$ cat src/rtl/alu_arbiter_if.sv
// Request/response and shared-ALU signal bundle; slave is the arbiter's view, master the environment's.
interface alu_arbiter_if #(parameter int DATA_W = 8);
  logic [1:0]        ReqValid;
  logic [1:0]        ReqReady;
  logic [3:0]        ReqOp0;
  logic [3:0]        ReqOp1;
  logic [DATA_W-1:0] ReqA0;
  logic [DATA_W-1:0] ReqB0;
  logic [DATA_W-1:0] ReqA1;
  logic [DATA_W-1:0] ReqB1;
  logic [1:0]        RspValid;
  logic [1:0]        RspReady;
  logic [DATA_W-1:0] RspOut;
  logic              RspCarry;
  logic [3:0]        ALUOp;
  logic [DATA_W-1:0] AluA;
  logic [DATA_W-1:0] AluB;
  logic [DATA_W-1:0] AluOut;
  logic              AluCarry;

  modport slave (
    input  ReqValid, ReqOp0, ReqOp1, ReqA0, ReqB0, ReqA1, ReqB1, RspReady, AluOut, AluCarry,
    output ReqReady, RspValid, RspOut, RspCarry, ALUOp, AluA, AluB
  );

  modport master (
    output ReqValid, ReqOp0, ReqOp1, ReqA0, ReqB0, ReqA1, ReqB1, RspReady, AluOut, AluCarry,
    input  ReqReady, RspValid, RspOut, RspCarry, ALUOp, AluA, AluB
  );
endinterface

$ cat src/rtl/alu_arbiter.sv
// Two-requester arbiter for one shared ALU; fixed priority (req0 wins) unless ALU_ARB_ROUND_ROBIN_EN is defined.
// Accept-to-RspValid is 2 cycles; requests stall (never drop) while a transaction is in ISSUE/RESP.
module alu_arbiter #(
  parameter int DATA_W = 8
) (
  input logic          CLK,
  input logic          RESET_N,
  alu_arbiter_if.slave bus
);

  typedef enum logic [1:0] {IDLE, ISSUE, RESP} state_t;

  state_t            state_q, state_d;
  logic [3:0]        op_q, op_d;
  logic [DATA_W-1:0] a_q, a_d;
  logic [DATA_W-1:0] b_q, b_d;
  logic              gnt_q, gnt_d;
  logic [DATA_W-1:0] rsp_out_q, rsp_out_d;
  logic              rsp_carry_q, rsp_carry_d;
  logic              sel;
  logic [1:0]        req_ready;
  logic [1:0]        rsp_valid;
  logic [3:0]        alu_op;
  logic [DATA_W-1:0] alu_a;
  logic [DATA_W-1:0] alu_b;
`ifdef ALU_ARB_ROUND_ROBIN_EN
  logic              ptr_q, ptr_d;
`endif

  // sel is only meaningful when at least one request is valid
`ifdef ALU_ARB_ROUND_ROBIN_EN
  assign sel = (bus.ReqValid == 2'b11) ? ptr_q : ~bus.ReqValid[0];
`else
  assign sel = ~bus.ReqValid[0];
`endif

  always_comb begin
    state_d     = state_q;
    op_d        = op_q;
    a_d         = a_q;
    b_d         = b_q;
    gnt_d       = gnt_q;
    rsp_out_d   = rsp_out_q;
    rsp_carry_d = rsp_carry_q;
`ifdef ALU_ARB_ROUND_ROBIN_EN
    ptr_d       = ptr_q;
`endif
    req_ready   = 2'b00;
    rsp_valid   = 2'b00;
    alu_op      = 4'b0000;
    alu_a       = '0;
    alu_b       = '0;
    case (state_q)
      IDLE: begin
        if (|bus.ReqValid) begin
          req_ready = sel ? 2'b10 : 2'b01;
          op_d      = sel ? bus.ReqOp1 : bus.ReqOp0;
          a_d       = sel ? bus.ReqA1 : bus.ReqA0;
          b_d       = sel ? bus.ReqB1 : bus.ReqB0;
          gnt_d     = sel;
          state_d   = ISSUE;
`ifdef ALU_ARB_ROUND_ROBIN_EN
          ptr_d     = ~sel;
`endif
        end
      end
      ISSUE: begin
        alu_op      = op_q;
        alu_a       = a_q;
        alu_b       = b_q;
        rsp_out_d   = bus.AluOut;
        rsp_carry_d = bus.AluCarry;
        state_d     = RESP;
      end
      RESP: begin
        rsp_valid[gnt_q] = 1'b1;
        if (bus.RspReady[gnt_q]) begin
          state_d = IDLE;
        end
      end
      default: state_d = IDLE;
    endcase
  end

  always_ff @(posedge CLK or negedge RESET_N) begin
    if (!RESET_N) begin
      state_q     <= IDLE;
      op_q        <= 4'b0000;
      a_q         <= '0;
      b_q         <= '0;
      gnt_q       <= 1'b0;
      rsp_out_q   <= '0;
      rsp_carry_q <= 1'b0;
`ifdef ALU_ARB_ROUND_ROBIN_EN
      ptr_q       <= 1'b0;
`endif
    end else begin
      state_q     <= state_d;
      op_q        <= op_d;
      a_q         <= a_d;
      b_q         <= b_d;
      gnt_q       <= gnt_d;
      rsp_out_q   <= rsp_out_d;
      rsp_carry_q <= rsp_carry_d;
`ifdef ALU_ARB_ROUND_ROBIN_EN
      ptr_q       <= ptr_d;
`endif
    end
  end

  // ReqReady is combinational from ReqValid, so it must also be squashed while reset is held
  assign bus.ReqReady = req_ready & {2{RESET_N}};
  assign bus.RspValid = rsp_valid;
  assign bus.RspOut   = rsp_out_q;
  assign bus.RspCarry = rsp_carry_q;
  assign bus.ALUOp    = alu_op;
  assign bus.AluA     = alu_a;
  assign bus.AluB     = alu_b;

endmodule
$ cat src/flat_wrapper.sv
// flat-port wrapper written by rule: the top's interface ports become plain ports
module alu_arbiter_flat 
#(
  parameter int DATA_W = 8
)
  (CLK, RESET_N, bus_ReqValid, bus_ReqOp0, bus_ReqOp1, bus_ReqA0, bus_ReqB0, bus_ReqA1, bus_ReqB1, bus_RspReady, bus_AluOut, bus_AluCarry, bus_ReqReady, bus_RspValid, bus_RspOut, bus_RspCarry, bus_ALUOp, bus_AluA, bus_AluB);
  alu_arbiter_if #(.DATA_W(DATA_W)) bus_i ();
  input logic CLK;
  input logic RESET_N;
  input wire logic [$bits(bus_i.ReqValid)-1:0] bus_ReqValid;
  input wire logic [$bits(bus_i.ReqOp0)-1:0] bus_ReqOp0;
  input wire logic [$bits(bus_i.ReqOp1)-1:0] bus_ReqOp1;
  input wire logic [$bits(bus_i.ReqA0)-1:0] bus_ReqA0;
  input wire logic [$bits(bus_i.ReqB0)-1:0] bus_ReqB0;
  input wire logic [$bits(bus_i.ReqA1)-1:0] bus_ReqA1;
  input wire logic [$bits(bus_i.ReqB1)-1:0] bus_ReqB1;
  input wire logic [$bits(bus_i.RspReady)-1:0] bus_RspReady;
  input wire logic [$bits(bus_i.AluOut)-1:0] bus_AluOut;
  input wire logic [$bits(bus_i.AluCarry)-1:0] bus_AluCarry;
  output wire logic [$bits(bus_i.ReqReady)-1:0] bus_ReqReady;
  output wire logic [$bits(bus_i.RspValid)-1:0] bus_RspValid;
  output wire logic [$bits(bus_i.RspOut)-1:0] bus_RspOut;
  output wire logic [$bits(bus_i.RspCarry)-1:0] bus_RspCarry;
  output wire logic [$bits(bus_i.ALUOp)-1:0] bus_ALUOp;
  output wire logic [$bits(bus_i.AluA)-1:0] bus_AluA;
  output wire logic [$bits(bus_i.AluB)-1:0] bus_AluB;
  assign bus_i.ReqValid = bus_ReqValid;
  assign bus_i.ReqOp0 = bus_ReqOp0;
  assign bus_i.ReqOp1 = bus_ReqOp1;
  assign bus_i.ReqA0 = bus_ReqA0;
  assign bus_i.ReqB0 = bus_ReqB0;
  assign bus_i.ReqA1 = bus_ReqA1;
  assign bus_i.ReqB1 = bus_ReqB1;
  assign bus_i.RspReady = bus_RspReady;
  assign bus_i.AluOut = bus_AluOut;
  assign bus_i.AluCarry = bus_AluCarry;
  assign bus_ReqReady = bus_i.ReqReady;
  assign bus_RspValid = bus_i.RspValid;
  assign bus_RspOut = bus_i.RspOut;
  assign bus_RspCarry = bus_i.RspCarry;
  assign bus_ALUOp = bus_i.ALUOp;
  assign bus_AluA = bus_i.AluA;
  assign bus_AluB = bus_i.AluB;
  alu_arbiter #(.DATA_W(DATA_W)) u_core (.CLK(CLK), .RESET_N(RESET_N), .bus(bus_i));
endmodule
$ cat config.mk
export PLATFORM = sky130hd
export DESIGN_NAME = alu_arbiter_flat
export DESIGN_NICKNAME = d
export VERILOG_FILES = /design/src/rtl/alu_arbiter_if.sv /design/src/rtl/alu_arbiter.sv /design/src/flat_wrapper.sv
export SDC_FILE = /design/constraint.sdc
export NUM_CORES = 1
export LEC_CHECK = 0
export CAP_MARGIN = 15
export CORE_MARGIN = 4
export CORE_UTILIZATION = 25
export CTS_CLUSTER_SIZE = 16
export DETAILED_ROUTE_END_ITERATION = 16
export GPL_TIMING_DRIVEN = 0
export HOLD_SLACK_MARGIN = 0.05
export PLACE_DENSITY = 0.55
export REMOVE_ABC_BUFFERS = 1
export SYNTH_ARGS = -nofsm -noshare
export SYNTH_HDL_FRONTEND = slang
export SYNTH_SLANG_ARGS = --single-unit
$ cat constraint.sdc
create_clock -name CLK -period 2.72 [get_ports CLK]
set_clock_uncertainty 0.15 [all_clocks]
set_input_delay 0.408 -clock CLK [delete_from_list [all_inputs] [get_ports CLK]]
set_output_delay 0.408 -clock CLK [all_outputs]
set_load 0.01 [all_outputs]
Yosys cells after proc, flatten, opt, wreduce, memory -nomap -nowiden --
Cells that the tools add are included. Widths: inputs -> output; s select.
Word-level totals: logic and storage cells 37, register bits after elaboration 32, output and inout port bits 33, input port bits 55
Operators by class: muxes and demuxes 17, eq/ne operators 4, reductions and logical operators 5, bitwise logic cells 2, order comparisons 2
Operator list (number):
- $mux 8 | 4
- $mux 2 | 6
- $mux 4 | 2
- $pmux 2 s3 | 1
- $ne 2x1->1 const B | 2
- $reduce_and 2->1 | 2
- $mux 1 | 3
- $and 2x2->2 | 1
- $eq 2x1->1 const B | 1
- $eq 2x2->1 const B | 1
- $logic_not 2->1 | 1
- $lt 1x2->1 const B | 1
- $reduce_or 2->1 | 1
- $demux 1 s1 | 1
- $ge 1x1->1 const B | 1
- $logic_and 1x1->1 | 1
- $not 1->1 | 1

Logic depth before layout (Yosys ltp) --
Gate-level depths: netlist (run 1).
depth in word-level cells 5, mapped depth 4, mapped depth without buffers 3

Worst setup path after synthesis (run 1) --
OpenSTA, ideal clock, no wires.
path type in2out, start in bus_ReqValid[0], end out bus_ReqReady[1], data required time 2162 ps, slack 1203 ps, arrival time 959 ps, buffers on the path 2, stages 3, path through buf_6 -> buf_6 -> and4b_2
On the way: word-level cells in the longest chain between the ends 4, elaborated cells between the ends (all ways) 5
RTL lines:
- start, declared | line flat_wrapper.sv:10 | input wire logic [$bits(bus_i.ReqValid)-1:0] bus_ReqValid;
- $mux 2 / $reduce_or 2->1 (equally long branches) | line alu_arbiter.sv:56, alu_arbiter.sv:55
- $mux 2 * | line alu_arbiter.sv:55 | if (|bus.ReqValid) begin
- $mux 2 * | line alu_arbiter.sv:53 | case (state_q)
- $and 2x2->2 * | line alu_arbiter.sv:112 | assign bus.ReqReady = req_ready & {2{RESET_N}};
- end, declared | line flat_wrapper.sv:20 | output wire logic [$bits(bus_i.ReqReady)-1:0] bus_ReqReady;
Every way passes the cells marked *; elsewhere a longest branch is shown, timed or not.

Final worst setup path (run 1) --
start reg u_core.state_q[1], end out bus_AluA[7]
On the way: word-level cells in the longest chain between the ends 2
RTL lines:
- start, declared | line alu_arbiter.sv:13 | state_t state_q, state_d;
- start signal, assigned | line alu_arbiter.sv:98 | state_q <= state_d;
- $eq 2x1->1 | line alu_arbiter.sv:53
- $mux 8 | line alu_arbiter.sv:53
- end, declared | line flat_wrapper.sv:25 | output wire logic [$bits(bus_i.AluA)-1:0] bus_AluA;
Every way passes these cells.

==> results.py, run 1 <==
metrics = {
    "yosys": {
        "synth-seq-cells": 32,
        "synth_area_leader_cell": "dfrtp_1",
        "synth_compound_area_share_pct": 1.825,
        "synthAdderAreaFrac_pct": 0,
        "avgSynthCellArea_um2": 14.61,
        "synth_top_family_by_area": "multiplexers",
        "synth_xor_area_share_pct": 0,
        "synth_area_um2": 1783,
        "yosys.area_share.simple_pct": 9.544,
        "synth_common_cells": "36 x mux2_4, 32 x dfrtp_1, 20 x and2_1",
        "ys.flop_type": "dfrtp_1",
        "yosysSeqAreaShare_pct": 44.91,
        "synth_mux_area_share_pct": 39.16,
        "synthTopCellsByArea": "dfrtp_1 45%, mux2_4 30%, mux2_2 7.6%",
        "synth-warning-count": 0,
        "synth_edf_count": 0,
        "syn_inst": 122,
        "async_flop_share_pct": 100.0,
        "yosysMostFrequentCell": "mux2_4",
        "synth_cell_type_count": 19,
        "synth_top_area_share_pct": 44.91,
    },
    "flow_run": {
        "maxCapViolations": 0,
    },
    "placement": {
        "dp_hpwl_mm": 3.031,
        "numPortBuffers": 87,
        "place_ws_ns": -0.3061,
        "place_congestion": 0.6303,
    },
    "timing": {
        "timing.setup.tns_ns": 0,
        "rsz0062_at_grt": "no",
        "finalSetupViolCount": 0,
        "hold_viol": 0,
        "fin_crit_ns": 2.434,
        "fmaxAchievable_ghz": 0.4108,
        "report.final.slew_viol_count": 0,
        "max-slew-margin-rel_pct": 50.43,
        "min_period_over_period_pct": 89.49,
        "layout_setup_ws_ns": 0.2858,
        "tightestPinTransition_ns": 0.7435,
    },
    "finish": {
        "fill_cells": 662,
        "drive_gt1_share_pct": 30.00,
        "num_antenna_cells": 0,
        "multi_input_area_um2": 908.4,
        "register_area_um2": 800.8,
        "area_delta_synth_final_pct": 58.53,
        "nets": 265,
    },
    "power_and_ir_drop": {
        "switchingPower_uw": 766.2,
        "power.density_nw_per_um2": 908.0,
        "pwr-share-seq_pct": 32.9,
        "clkPwrFrac_pct": 13.1,
        "p_total_mw": 2.567,
        "power_frac_comb_pct": 54.1,
        "swShare_pct": 29.85,
        "ir_worst_vdd_mv": 0.3065,
        "internal-power_mw": 1.800,
        "p_leak_nw": 1.210,
    },
    "grt": {
        "track_usage_pct": 9.554,
        "grt_max_degree": 35,
        "grt_pass1_wl_mm": 6.472,
        "grt_pass1_vias": 1263,
        "grt_overflow": 0,
        "antenna_found_initial": 0,
    },
    "detailed_routing": {
        "wl_per_cell_um": 13.01,
        "dr_total_vias": 1215,
        "wirelength_mm": 3.982,
        "antenna_left": 0,
        "viasPerCell": 3.971,
        "drtIter0Drc": 21,
        "drc": 0,
        "first_pass_iters": 4,
    },
    "clock_tree": {
        "clkLatencyLatePin_ns": 0.27,
        "cts_tree": "done",
        "ctsHoldBuffers": 0,
        "clkTransAtPathRegs_ns": 0.06,
        "cts_root_buf": "clkbuf_8",
        "cts_setup_buffers": 0,
        "cts_buffers": 5,
        "cts.htree.levels": 2,
        "cts_buffer_depth": 2,
        "clock_sinks": 32,
    },
    "floorplan": {
        "dieWidth_um": 92.45,
        "die_h_um": 92.45,
        "ios": 88,
        "start_util_pct": 25.96,
        "core_area_um2": 6869,
        "dieArea_um2": 8547,
        "num_rows": 30,
    },
    "critical_path": {
        "worstPathRequired_ns": 2.16,
        "worst_ep_arrival_time_ns": 1.88,
        "path_cells": "nor2b_4 > buf_16 > and2_1 > clkdlybuf4s50_1",
        "critPathSlowestCell": "clkdlybuf4s50_1",
        "cp-start-kind": "flip-flop",
        "critical_path_class": "flip-flop to output pin",
        "worstSetupEndpointType": "output pin",
        "worst_path_largest_cell_delay_ns": 0.56,
        "cp_max_fo": 21,
    },
    "outcome": {
        "run_status": "finished clean",
    },
    "hold_path": {
        "min_path_type": "input port to async pin",
    },
}
final timing paths:
| path | start | slack (ns) | depth (start not counted) | endpoint |
|---|---|---|---|---|
| max reg2reg | u_core.state_q[1] | 0.97 | 3 | u_core.op_q[0] |
| max in group asynchronous | RESET_N | 1.90 | 1 | u_core.state_q[1] |
| max | u_core.state_q[1] | 0.29 | 4 | bus_AluA[7] |
| min | RESET_N | 0.05 | 1 | u_core.bus.RspOut[7] |
| min reg2reg | u_core.bus.RspOut[6] | 0.34 | 1 | u_core.bus.RspOut[6] |
| min in group CLK | u_core.bus.RspOut[6] | 0.34 | 1 | u_core.bus.RspOut[6] |
sequential cells by signal, summed over array words and instances (netlist names):
register	flops
u_core.bus.RspCarry	1
u_core.bus.RspOut	8
u_core.gnt_q	1
u_core.state_q	2
u_core.a_q	8
u_core.b_q	8
u_core.op_q	4
routing by layer:
metal / global-route usage [%] / vias to the layer above / wire, um
met4: 2.599 / 0 / 37
li1: - / 597 / -
met1: 12.02 / 558 / 1904
met3: 4.062 / 4 / 353
met2: 14.98 / 56 / 1687
met5: 0 / - / 0
final cells by class:
class	count	share of cell area, %
timing repair buffer	89	32.40
multi-input combinational	81	32.14
sequential	32	28.33
tap	96	4.250
clock buffer	6	2.568
clock inverter	1	0.1771
inverter	1	0.1328
cell usage in the layout, fill, tap and decap left out:
cell type and n:
o21bai_1 1, and2_1 20, nor2_1 2, and4b_2 1
nand2b_1 1, nor2b_4 1, buf_16 2, nor2_2 1
mux2_2 12, dfrtp_1 32, clkbuf_8 5, inv_1 1
o21a_4 1, clkinv_2 1, clkbuf_2 1, mux2_4 36
and3_2 1, clkbuf_1 1, clkdlybuf4s50_1 85, a21oi_1 2
mux2_1 2, buf_2 1
critical path, delay by kind of cell (launching register included):
family	cells	cell delay, ns
buffers and inverters	2	0.75
and+or+nand+nor	2	0.42
DFF	1	0.42
stage by stage:
stage	cell area (um2)	cells	hold WS, ns	utilization, %
floorplan	1705	114	-0.03759	-
global placement	2696	297	0.3186	39.25
detailed placement	2749	299	0.3287	40.02
CTS	2825	306	0.07310	41.13
global route	2826	306	0.1045	41.15
finish	2826	306	0.04826	41.15
logic make-up (layout without fill, tap and decap cells):
kind of cell / count (synthesis) / count (layout)
multiplexers: 50 / 50
flip-flops: 32 / 32
AO/OA/AOI/OAI: 4 / 4
AND/OR/NAND/NOR: 27 / 27
buffers and inverters: 9 / 97
power groups by stage:
stage	Sequential [mW]	Combinational (mW)	Clock, mW
floorplan	0.858	0.739	0
global placement	0.838	1.36	0
detailed placement	0.847	1.41	0
CTS	0.844	1.41	0.352
global route	0.881	1.49	0.383
finish	0.843	1.39	0.335
timing repair:
| action | CTS | global route |
|---|---|---|
| pin swaps | 0 | 0 |
| resized for setup | 1 | 3 |
| endpoints found under the setup margin | 2 | 5 |
| endpoints found under the hold margin | 0 | 0 |
Power figures use the tool's default switching activity.
==> run 2: changes to the inputs <==
--- a/config.mk
+++ b/config.mk
@@ -12,5 +12,4 @@
 export DETAILED_ROUTE_END_ITERATION = 16
 export GPL_TIMING_DRIVEN = 0
-export HOLD_SLACK_MARGIN = 0.05
 export PLACE_DENSITY = 0.55
 export REMOVE_ABC_BUFFERS = 1
--- a/constraint.sdc
+++ b/constraint.sdc
@@ -3,3 +3,3 @@
 set_input_delay 0.408 -clock CLK [delete_from_list [all_inputs] [get_ports CLK]]
 set_output_delay 0.408 -clock CLK [all_outputs]
-set_load 0.01 [all_outputs]
+set_load 0.005 [all_outputs]
==> results.py, run 2 (same netlist as run 1, synthesis figures left out) <==
metrics = {
    "outcome": {
        "run_status": "finished clean",
    },
    "critical_path": {
        "r2r_end": "u_core.op_q[0]",
        "rrSetupSlack_ns": 0.99,
        "worst_ep_arrival_time_ns": 2.05,
        "worst_path_largest_cell_delay_ns": 0.74,
        "cp_max_fo": 13,
        "cpLargestDelayFamily": "buffers and inverters",
        "worstSetupEndpoint": "bus_ReqReady[1]",
        "reg2regPathDepth": 3,
        "crit_cells": 4,
        "cp-start-kind": "input port",
        "critical_path_class": "input port to output pin",
        "path_cells": "dlygate4sd2_1 > buf_16 > and4b_2 > clkdlybuf4s50_1",
        "critPathBufInv": 3,
        "worstSetupEndpointType": "output pin",
        "critPathSlowestCell": "dlygate4sd2_1",
        "worstPathRequired_ns": 2.16,
        "startpoint": "bus_ReqValid[0]",
        "rr_startpoint": "u_core.state_q[1]",
    },
    "timing": {
        "finalSetupViolCount": 0,
        "rsz0062_at_grt": "no",
        "fmaxAchievable_ghz": 0.3831,
        "fin_crit_ns": 2.610,
        "max-slew-margin-rel_pct": 45.20,
        "hold_viol": 0,
        "report.final.slew_viol_count": 0,
        "min_period_over_period_pct": 95.97,
        "layout_setup_ws_ns": 0.1097,
        "tightestPinTransition_ns": 0.8220,
    },
    "grt": {
        "grt_pass1_wl_mm": 6.472,
        "grt_max_degree": 35,
        "antenna_found_initial": 0,
        "track_usage_pct": 9.554,
        "grt_overflow": 0,
        "grt_pass1_vias": 1263,
    },
    "power_and_ir_drop": {
        "clkPwrFrac_pct": 13.5,
        "internal-power_mw": 1.792,
        "p_leak_nw": 1.208,
        "power_frac_comb_pct": 52.6,
        "pwr-share-seq_pct": 33.9,
        "swShare_pct": 27.78,
        "ir_worst_vdd_mv": 0.2964,
        "power.density_nw_per_um2": 878.5,
        "switchingPower_uw": 689.5,
    },
    "clock_tree": {
        "clkLatencyLatePin_ns": 0.27,
        "clock_sinks": 32,
        "clkTransAtPathRegs_ns": 0.06,
        "cts_buffers": 5,
        "cts_tree": "done",
        "cts_buffer_depth": 2,
        "cts.htree.levels": 2,
        "cts_root_buf": "clkbuf_8",
        "cts_setup_buffers": 0,
    },
    "finish": {
        "final_common_cell": "clkdlybuf4s50_1",
        "drive_gt1_share_pct": 29.52,
        "register_area_um2": 800.8,
        "fill_cells": 665,
        "final_cell_mix": "85 x clkdlybuf4s50_1, 36 x mux2_4, 32 x dfrtp_1, 20 x and2_1, 12 x mux2_2",
        "multi_input_area_um2": 903.4,
        "num_antenna_cells": 0,
        "utilization_pct": 41.13,
        "nets": 265,
        "finish.instance_area_um2": 2825,
        "area_delta_synth_final_pct": 58.46,
    },
    "placement": {
        "place_ws_ns": -0.2708,
        "dp_hpwl_mm": 3.031,
        "dpl_cell_area_um2": 2749,
        "numPortBuffers": 87,
        "place_congestion": 0.6303,
    },
    "detailed_routing": {
        "first_pass_iters": 3,
        "wl_met1_mm": 1.902,
        "wl_per_cell_um": 12.99,
        "met2RoutedLength_mm": 1.682,
        "dr_total_vias": 1210,
        "wirelength_mm": 3.975,
        "antenna_left": 0,
        "met3_length_um": 353,
        "viasPerCell": 3.954,
        "drc": 0,
        "top_layer": "met4",
        "drtIter0Drc": 22,
    },
    "floorplan": {
        "core_area_um2": 6869,
        "dieArea_um2": 8547,
        "dieWidth_um": 92.45,
        "start_util_pct": 25.96,
        "die_h_um": 92.45,
        "ios": 88,
        "num_rows": 30,
    },
    "hold_path": {
        "min_path_type": "input port to async pin",
    },
    "flow_run": {
        "maxCapViolations": 0,
    },
}
## run 2: cell count changes in the layout (fill, tap and decap cells not counted), sizes merged
cell,delta
clkbuf,-1
dlygate4sd2,+1
## run 2: routing by layer
metal  vias to the layer above  track usage [%]
li1                        598                -
met5                         -                0
met1                       552            12.02
met4                         0            2.599
met2                        56            14.98
met3                         4            4.062
## run 2: stage by stage
step	setup TNS [ns]	hold WS (ns)	cells	total power [mW]
6_report	0	0.04762	306	2.482
3_5_place_dp	-1.246	0.3287	299	2.180
2_1_floorplan	0	-0.03759	114	1.522
5_1_grt	0	0.1045	306	2.672
4_1_cts	0	0.07310	306	2.530
3_3_place_gp	-21.34	0.3186	297	2.119
## run 2: power by group through the flow
stage	sequential (mW)	combinational, mW	clock (mW)
2_1_floorplan	0.831	0.691	0
3_3_place_gp	0.838	1.28	0
3_5_place_dp	0.847	1.33	0
4_1_cts	0.844	1.33	0.352
5_1_grt	0.879	1.41	0.383
6_report	0.841	1.31	0.335
## run 2: worst register-to-register path, delay by kind of cell (launching register included)
| family | cells | cell delay [ns] |
|---|---|---|
| compound gates | 1 | 0.45 |
| mux | 1 | 0.39 |
| simple gates | 1 | 0.22 |
| flops | 1 | 0.41 |
## run 2: how the worst min path moves through the flow
stage,from,endpoint,slack [ns],cells past startpoint
after global routing,RESET_N,u_core.bus.RspOut[3],0.10,1
final,RESET_N,u_core.bus.RspOut[7],0.05,1
after global placement,u_core.bus.RspOut[6],u_core.bus.RspOut[6],0.32,1
after detailed placement,u_core.bus.RspOut[6],u_core.bus.RspOut[6],0.33,1
after CTS,RESET_N,u_core.bus.RspOut[7],0.07,1
after floorplan,RESET_N,u_core.a_q[0],-0.04,0
## run 2: cell type report
cell class,instances,share of cell area [%]
Sequential cell,32,28.34
Tap cell,96,4.252
Inverter,1,0.1329
Timing Repair Buffer,89,32.55
Multi-Input combinational cell,81,31.98
Clock inverter,1,0.1771
Clock buffer,6,2.569
## run 2: timing repair
item,4_1_cts,5_1_grt
setup endpoints to repair,2,0
resized for setup,1,0
hold buffers,0,0
